File: src/rtl/rob_commit_unit.sv
// Reorder buffer: in-order retirement of out-of-order writebacks.
// Optional ROB_BYPASS_EN lets a writeback to the waiting head commit at once.
module rob_commit_unit #(
  parameter int IDX_W  = 3,
  parameter int DATA_W = 8,
  parameter int REG_W  = 4
) (
  input  logic              clk1,
  input  logic              rst_n,
  input  logic              alloc_valid,
  input  logic [REG_W-1:0]  alloc_rd,
  output logic              alloc_ready,
  output logic [IDX_W-1:0]  alloc_idx,
  input  logic              wb_valid,
  input  logic [IDX_W-1:0]  wb_rob_ind,
  input  logic [DATA_W-1:0] wb_data,
  output logic              commit_valid,
  output logic [REG_W-1:0]  commit_rd,
  output logic [DATA_W-1:0] commit_data,
  output logic [IDX_W-1:0]  commit_rob_ind,
  output logic [IDX_W:0]    count,
  output logic              full,
  output logic              empty
);

  localparam int DEPTH = 1 << IDX_W;
  localparam logic [IDX_W:0] DEPTH_C = (IDX_W+1)'(DEPTH);

  logic [DEPTH-1:0]  busy_q, busy_d;
  logic [DEPTH-1:0]  ready_q, ready_d;
  logic [REG_W-1:0]  rd_q [DEPTH];
  logic [REG_W-1:0]  rd_d [DEPTH];
  logic [DATA_W-1:0] data_q [DEPTH];
  logic [DATA_W-1:0] data_d [DEPTH];
  logic [IDX_W-1:0]  head_q, head_d;
  logic [IDX_W-1:0]  tail_q, tail_d;
  logic [IDX_W:0]    count_q, count_d;
  logic              cv_q, cv_d;
  logic [REG_W-1:0]  crd_q, crd_d;
  logic [DATA_W-1:0] cdata_q, cdata_d;
  logic [IDX_W-1:0]  cind_q, cind_d;

  logic do_alloc;
  logic wb_hit;
  logic head_rdy;
  logic byp;
  logic do_commit;

  assign full        = (count_q == DEPTH_C);
  assign empty       = (count_q == '0);
  assign alloc_ready = !full;
  assign alloc_idx   = tail_q;
  assign count       = count_q;

  assign commit_valid   = cv_q;
  assign commit_rd      = crd_q;
  assign commit_data    = cdata_q;
  assign commit_rob_ind = cind_q;

  assign do_alloc = alloc_valid && alloc_ready;
  assign wb_hit   = wb_valid && busy_q[wb_rob_ind];
  assign head_rdy = busy_q[head_q] && ready_q[head_q];

`ifdef ROB_BYPASS_EN
  assign byp = wb_hit && (wb_rob_ind == head_q) && !ready_q[head_q];
`else
  assign byp = 1'b0;
`endif

  assign do_commit = head_rdy || byp;

  always_comb begin
    busy_d  = busy_q;
    ready_d = ready_q;
    rd_d    = rd_q;
    data_d  = data_q;
    head_d  = head_q;
    tail_d  = tail_q;
    count_d = count_q;
    cv_d    = 1'b0;
    crd_d   = crd_q;
    cdata_d = cdata_q;
    cind_d  = cind_q;

    if (wb_hit) begin
      ready_d[wb_rob_ind] = 1'b1;
      data_d[wb_rob_ind]  = wb_data;
    end

    if (do_commit) begin
      cv_d            = 1'b1;
      crd_d           = rd_q[head_q];
      cdata_d         = byp ? wb_data : data_q[head_q];
      cind_d          = head_q;
      busy_d[head_q]  = 1'b0;
      ready_d[head_q] = 1'b0;
      head_d          = head_q + IDX_W'(1);
    end

    // tail is never busy, so this cannot collide with the writeback above
    if (do_alloc) begin
      busy_d[tail_q]  = 1'b1;
      ready_d[tail_q] = 1'b0;
      rd_d[tail_q]    = alloc_rd;
      tail_d          = tail_q + IDX_W'(1);
    end

    count_d = count_q + (IDX_W+1)'(do_alloc) - (IDX_W+1)'(do_commit);
  end

  always_ff @(posedge clk1 or negedge rst_n) begin
    if (!rst_n) begin
      busy_q  <= '0;
      ready_q <= '0;
      for (int i = 0; i < DEPTH; i++) begin
        rd_q[i]   <= '0;
        data_q[i] <= '0;
      end
      head_q  <= '0;
      tail_q  <= '0;
      count_q <= '0;
      cv_q    <= 1'b0;
      crd_q   <= '0;
      cdata_q <= '0;
      cind_q  <= '0;
    end else begin
      busy_q  <= busy_d;
      ready_q <= ready_d;
      rd_q    <= rd_d;
      data_q  <= data_d;
      head_q  <= head_d;
      tail_q  <= tail_d;
      count_q <= count_d;
      cv_q    <= cv_d;
      crd_q   <= crd_d;
      cdata_q <= cdata_d;
      cind_q  <= cind_d;
    end
  end

endmodule

File: config.mk
export PLATFORM = sky130hd
export DESIGN_NAME = rob_commit_unit
export DESIGN_NICKNAME = d
export VERILOG_FILES = /design/src/rtl/rob_commit_unit.sv
export SDC_FILE = /design/constraint.sdc
export NUM_CORES = 1
export LEC_CHECK = 0
export CAP_MARGIN = 5
export CORE_UTILIZATION = 41
export CTS_CLUSTER_DIAMETER = 150
export DETAILED_ROUTE_END_ITERATION = 7
export PLACE_DENSITY = 0.68
export SKIP_CTS_REPAIR_TIMING = 1
export SYNTH_ARGS = -nofsm -noshare
export SYNTH_HDL_FRONTEND = slang
export SYNTH_SLANG_ARGS = --single-unit
File: constraint.sdc
create_clock -name clk1 -period 6.2 [get_ports clk1]
set_input_delay 0.93 -clock clk1 [delete_from_list [all_inputs] [get_ports clk1]]
set_output_delay 0.93 -clock clk1 [all_outputs]
set_load 0.01 [all_outputs]
* After elaboration in Yosys (flattened, before gate mapping)
Cells that the tools add are included.
** Cells by class
- Add/sub/neg operators :: 4
- Order comparisons :: 11
- Equal/unequal tests :: 1
- Mux-type cells :: 30
- Bitwise gates (word level) :: 10
- Reduce and logical (&&, ||, !) cells :: 10
** Operators with widths (count)
- $bwmux 64 :: 1
- $mux 8 :: 8
- $bwmux 32 :: 1
- $and 8x8->8 :: 3
- $bmux 8 s3 :: 1
- $demux 8 s3 :: 1
- $not 8->8 :: 2
- $or 8x8->8 :: 2
- $bmux 4 s3 :: 1
- $demux 4 s3 :: 1
- $ge 4x4->1 const B :: 3
- $lt 3x4->1 const B :: 3
- $mux 4 :: 3
- $not 3->4 :: 3
- $bmux 1 s3 :: 3
- $demux 1 s3 :: 3
- $ge 3x1->1 const B :: 3
- $logic_and 1x1->1 :: 8
- $lt 4x1->1 const B :: 2
- $mux 1 :: 7
- $add 3x1->3 const B :: 2
- $add 4x1->4 :: 1
- $eq 4x4->1 const B :: 1
- $logic_not 4->1 :: 1
- other kinds (2) :: 2
** Word-level totals
- Register bits :: 138

* Longest topological paths before layout
- Word-level depth :: 10
- Gate-level depth with buffers :: 12
- Gate-level depth less buffers :: 10

* Least setup slack after synthesis
Ideal clock, no wire load.
- Path kind :: register to register
- From :: register head_q[0]
- To :: register count_q[2] (netlist: count[2])
- Library setup time :: 123 ps
- Arrival time :: 2659 ps
- Data required time :: 6077 ps
- Setup slack :: 3418 ps
- Cell stages (with the launch flop) :: 13
- Path buffers :: 2
- Period minus slack after synthesis :: 2782 ps
- Cell sequence :: dfrtp_1 > buf_6 > mux2i_2 > o22ai_2 > o31ai_4 > buf_8 > inv_1 > ha_1 > inv_1 > ha_1 > inv_1 > fa_1 > xnor2_1
** On the way
- Longest elaborated chain between the ends :: 4
- Elaborated cells on any way between the ends :: 6
- Those cells by class :: add/sub (1); mux (4); reduce/logical (1)
** Ends and longest elaborated chain
- start: declaration :: RTL line 35 : logic [IDX_W-1:0] head_q, head_d;
- start signal: assignment :: RTL line 119 : head_q <= '0;
- start signal: assignment :: RTL line 131 : head_q <= head_d;
- $bmux 1 s3 :: RTL line 62 : assign head_rdy = busy_q[head_q] && ready_q[head_q];
- $mux 1 (not written as such) :: RTL line 62
- $logic_and 1x1->1 (*) :: RTL line 62
- $sub 4x1->4 (*) :: RTL line 108 : count_d = count_q + (IDX_W+1)'(do_alloc) - (IDX_W+1)'(do_commit);
- net count_d[2] :: RTL line 37 : logic [IDX_W:0] count_q, count_d;
- end signal: assignment :: RTL line 133 : count_q <= count_d;
- end: declaration :: RTL line 37
Mark *: on every way through the listed nets, which the timed path passes. The rest lies on a longest branch. The select of a mux whose other input is x is not followed.
A chain may end at the register's enable or synchronous reset.

* Final worst setup path
- From :: register count_q[2] (netlist: count[2])
- To :: output full
** On the way
- Longest elaborated chain between the ends :: 1
** Ends and longest elaborated chain
- $eq 4x4->1 :: RTL line 49 : assign full = (count_q == DEPTH_C);
- end: declaration :: RTL line 22 : output logic full,
Every way passes these cells.

==> metrics.yaml <==
sta:
  setup_viol_count_final: 0
  fin_ws_ns: 3.10
  fin_tns_setup_ns: 0
  fin_crit_ns: 3.10
  max_freq_mhz: 322
  slew_headroom_pct: 44.9
  rsz0062_at_grt: "false"
  finalHoldViolations: 0
  fin_skew_ns: 0.00664
  post-route-period-util_pct: 50.1
  slew_viol_final: 0
  worstMarginPinSlew_ns: 0.826
global_routing:
  grt_pass1_wl_microns: 21800
  grt_max_degree: 82
  grt.total_usage_pct: 18.1
  antenna_found_initial: 0
  overflow: 0
  grt_pass1_vias: 3956
synth:
  netlist_area_sq_um: 6440
  synth_most_common_cell: "dfrtp_1"
  ys_seq_area_share_pct: 53.6
  yosys-top-cells-area: "dfrtp_1, mux2_2, mux4_2"
  synth_commonest_cells: "dfrtp_1, mux2_2, mux4_2"
  synth.avg_cell_area_sq_um: 15.2
  synth_top_area_cell: "dfrtp_1"
  synth_cell_type_count: 56
  async_reset_ff_share_pct: 100
  yosys_most_used_dff: "dfrtp_1"
  synth-seq-cells: 138
  synth_top_cell_area_share_pct: 53.6
  synth_edf_count: 0
  yosysWarnings: 0
  synthCells: 424
  synth_nets: 452
finish:
  multi_input_area_sq_um: 2830
  stdcell_area_sq_um: 7630
  n_fill_cell: 1271
  fin_nets: 503
  syn_to_final_growth_pct: 18.4
  diodes: 0
  ff_latch_area_sq_um: 3450
  fin_util_pct: 50.0
  drive_gt1_share_pct: 40.0
floorplan:
  core.rowCount: 45
  die_y_microns: 127
  initial_utilization_pct: 42.2
  die_w_microns: 127
  die_area_sq_um: 16200
  core_sq_um: 15300
  io_pins: 45
drt:
  vias_per_cell: 5.32
  drtAntennaViolNets: 0
  dr.pass1.iters: 4
  drc_errors: 0
  drt-total-wl_microns: 13200
  wire_per_inst_microns: 19.0
  vias: 3706
  drtIter0Drc: 234
critical_path:
  cp.required_ns: 5.27
  critical_path_class: "register to primary output"
  path_max_fanout: 7
  reg2reg_depth: 11
  startpoint_type: "register"
  end_kind: "primary output"
  critical_path_arrival_ns: 2.17
clock_network:
  clk_pin_slew_ns: 0.06
  clockRootBuffer: "clkbuf_16"
  htree_levels: 4
  clk_latency_ns: 0.42
  cts_buffer_depth: 2
  cts_tree: "yes"
  cts_buffers: 17
  cts_sinks: 138
placed_design:
  place_area_sq_um: 7100
  dpl_worst_slack_ns: 3.14
  dp_hpwl_microns: 8240
  portBuffers: 44
  gp_congestion: 0.793
min_path:
  hold_path_class: "register to register"
  hold_depth: 1
power:
  irDropWorstVdd_uv: 270
  leakage_uw: 0.00328
  p_per_area_nw_per_um2: 564
flow_run:
  maxCapViolCount: 0
status:
  status: "finished, final reports clean"
[report_power, final]
group	switching, uW	internal [uW]
combinational	717	1060
sequential	262	1340
clock	343	575
[through the flow]
stage          hold slack (ns)  power (uW)  instances
4_1_cts                  0.499        4350        696
5_1_grt                  0.510        4580        696
6_report                 0.499        4300        696
3_3_place_gp             0.482        3330        667
2_1_floorplan            0.458        2910        424
3_5_place_dp             0.488        3410        667
[per-layer routing]
| metal | up-vias | global-route usage [%] | part of all wire [%] |
|---|---|---|---|
| met5 | - | 0 | 0 |
| met4 | 0 | 7.35 | 1.7 |
| met3 | 18 | 3.85 | 3.2 |
| met2 | 54 | 29.5 | 50 |
| met1 | 1956 | 23.6 | 45 |
| li1 | 1678 | - | - |
[kinds of logic after synthesis]
kind of cell / share of synthesized area (%)
AOI/OAI and AO/OA: 3.90
xor gates and xnor gates: 0.680
adders and majority gates: 1.86
buffers and inverters: 2.43
DFF: 53.6
muxes: 32.6
and+or+nand+nor: 4.97
[sequential cells by signal, indices dropped and copies added (netlist names)]
register	flops
commit_rd	4
rd_q	32
commit_valid	1
commit_rob_ind	3
alloc_idx	3
busy_q	8
ready_q	8
data_q	64
head_q	3
count	4
commit_data	8
[final timing paths]
check,slack (ns),to,startpoint
worst min register to register,0.50,data_q[22],data_q[22]
worst max-delay path,3.10,full,count[2]
min in group asynchronous,0.57,rd_q[8],rst_n
worst max register to register,3.17,count[2],head_q[0]
worst min-delay path,0.50,data_q[22],data_q[22]
max in group asynchronous,4.38,head_q[0],rst_n
[cells in the final DEF, fill, tap and decap left out, types with 5 or more instances in the layout]
| master | n |
|---|---|
| buf_4 | 7 |
| clkbuf_1 | 6 |
| clkbuf_16 | 17 |
| clkdlybuf4s50_1 | 43 |
| dfrtp_1 | 137 |
| ha_1 | 8 |
| inv_1 | 14 |
| mux2_2 | 119 |
| mux2_4 | 8 |
| mux4_2 | 24 |
| nand2_1 | 13 |
| nor2_1 | 6 |
| nor2b_1 | 5 |
[critical path, cell delays in order (launching register included)]
cell	delay (ns)
dfrtp_1	0.38
inv_1	0.11
ha_1	0.15
or3b_2	0.53
inv_1	0.08
clkdlybuf4s50_1	0.53
[final cells by class]
class | count | area share (%)
clock buffers | 26 | 6.41
well taps | 211 | 3.46
clock inverters | 3 | 0.525
repair buffers | 51 | 6.48
multi-input cells | 253 | 37.1
inverters | 14 | 0.689
flip-flops and latches | 138 | 45.3
(Power assumes the default switching activity.)
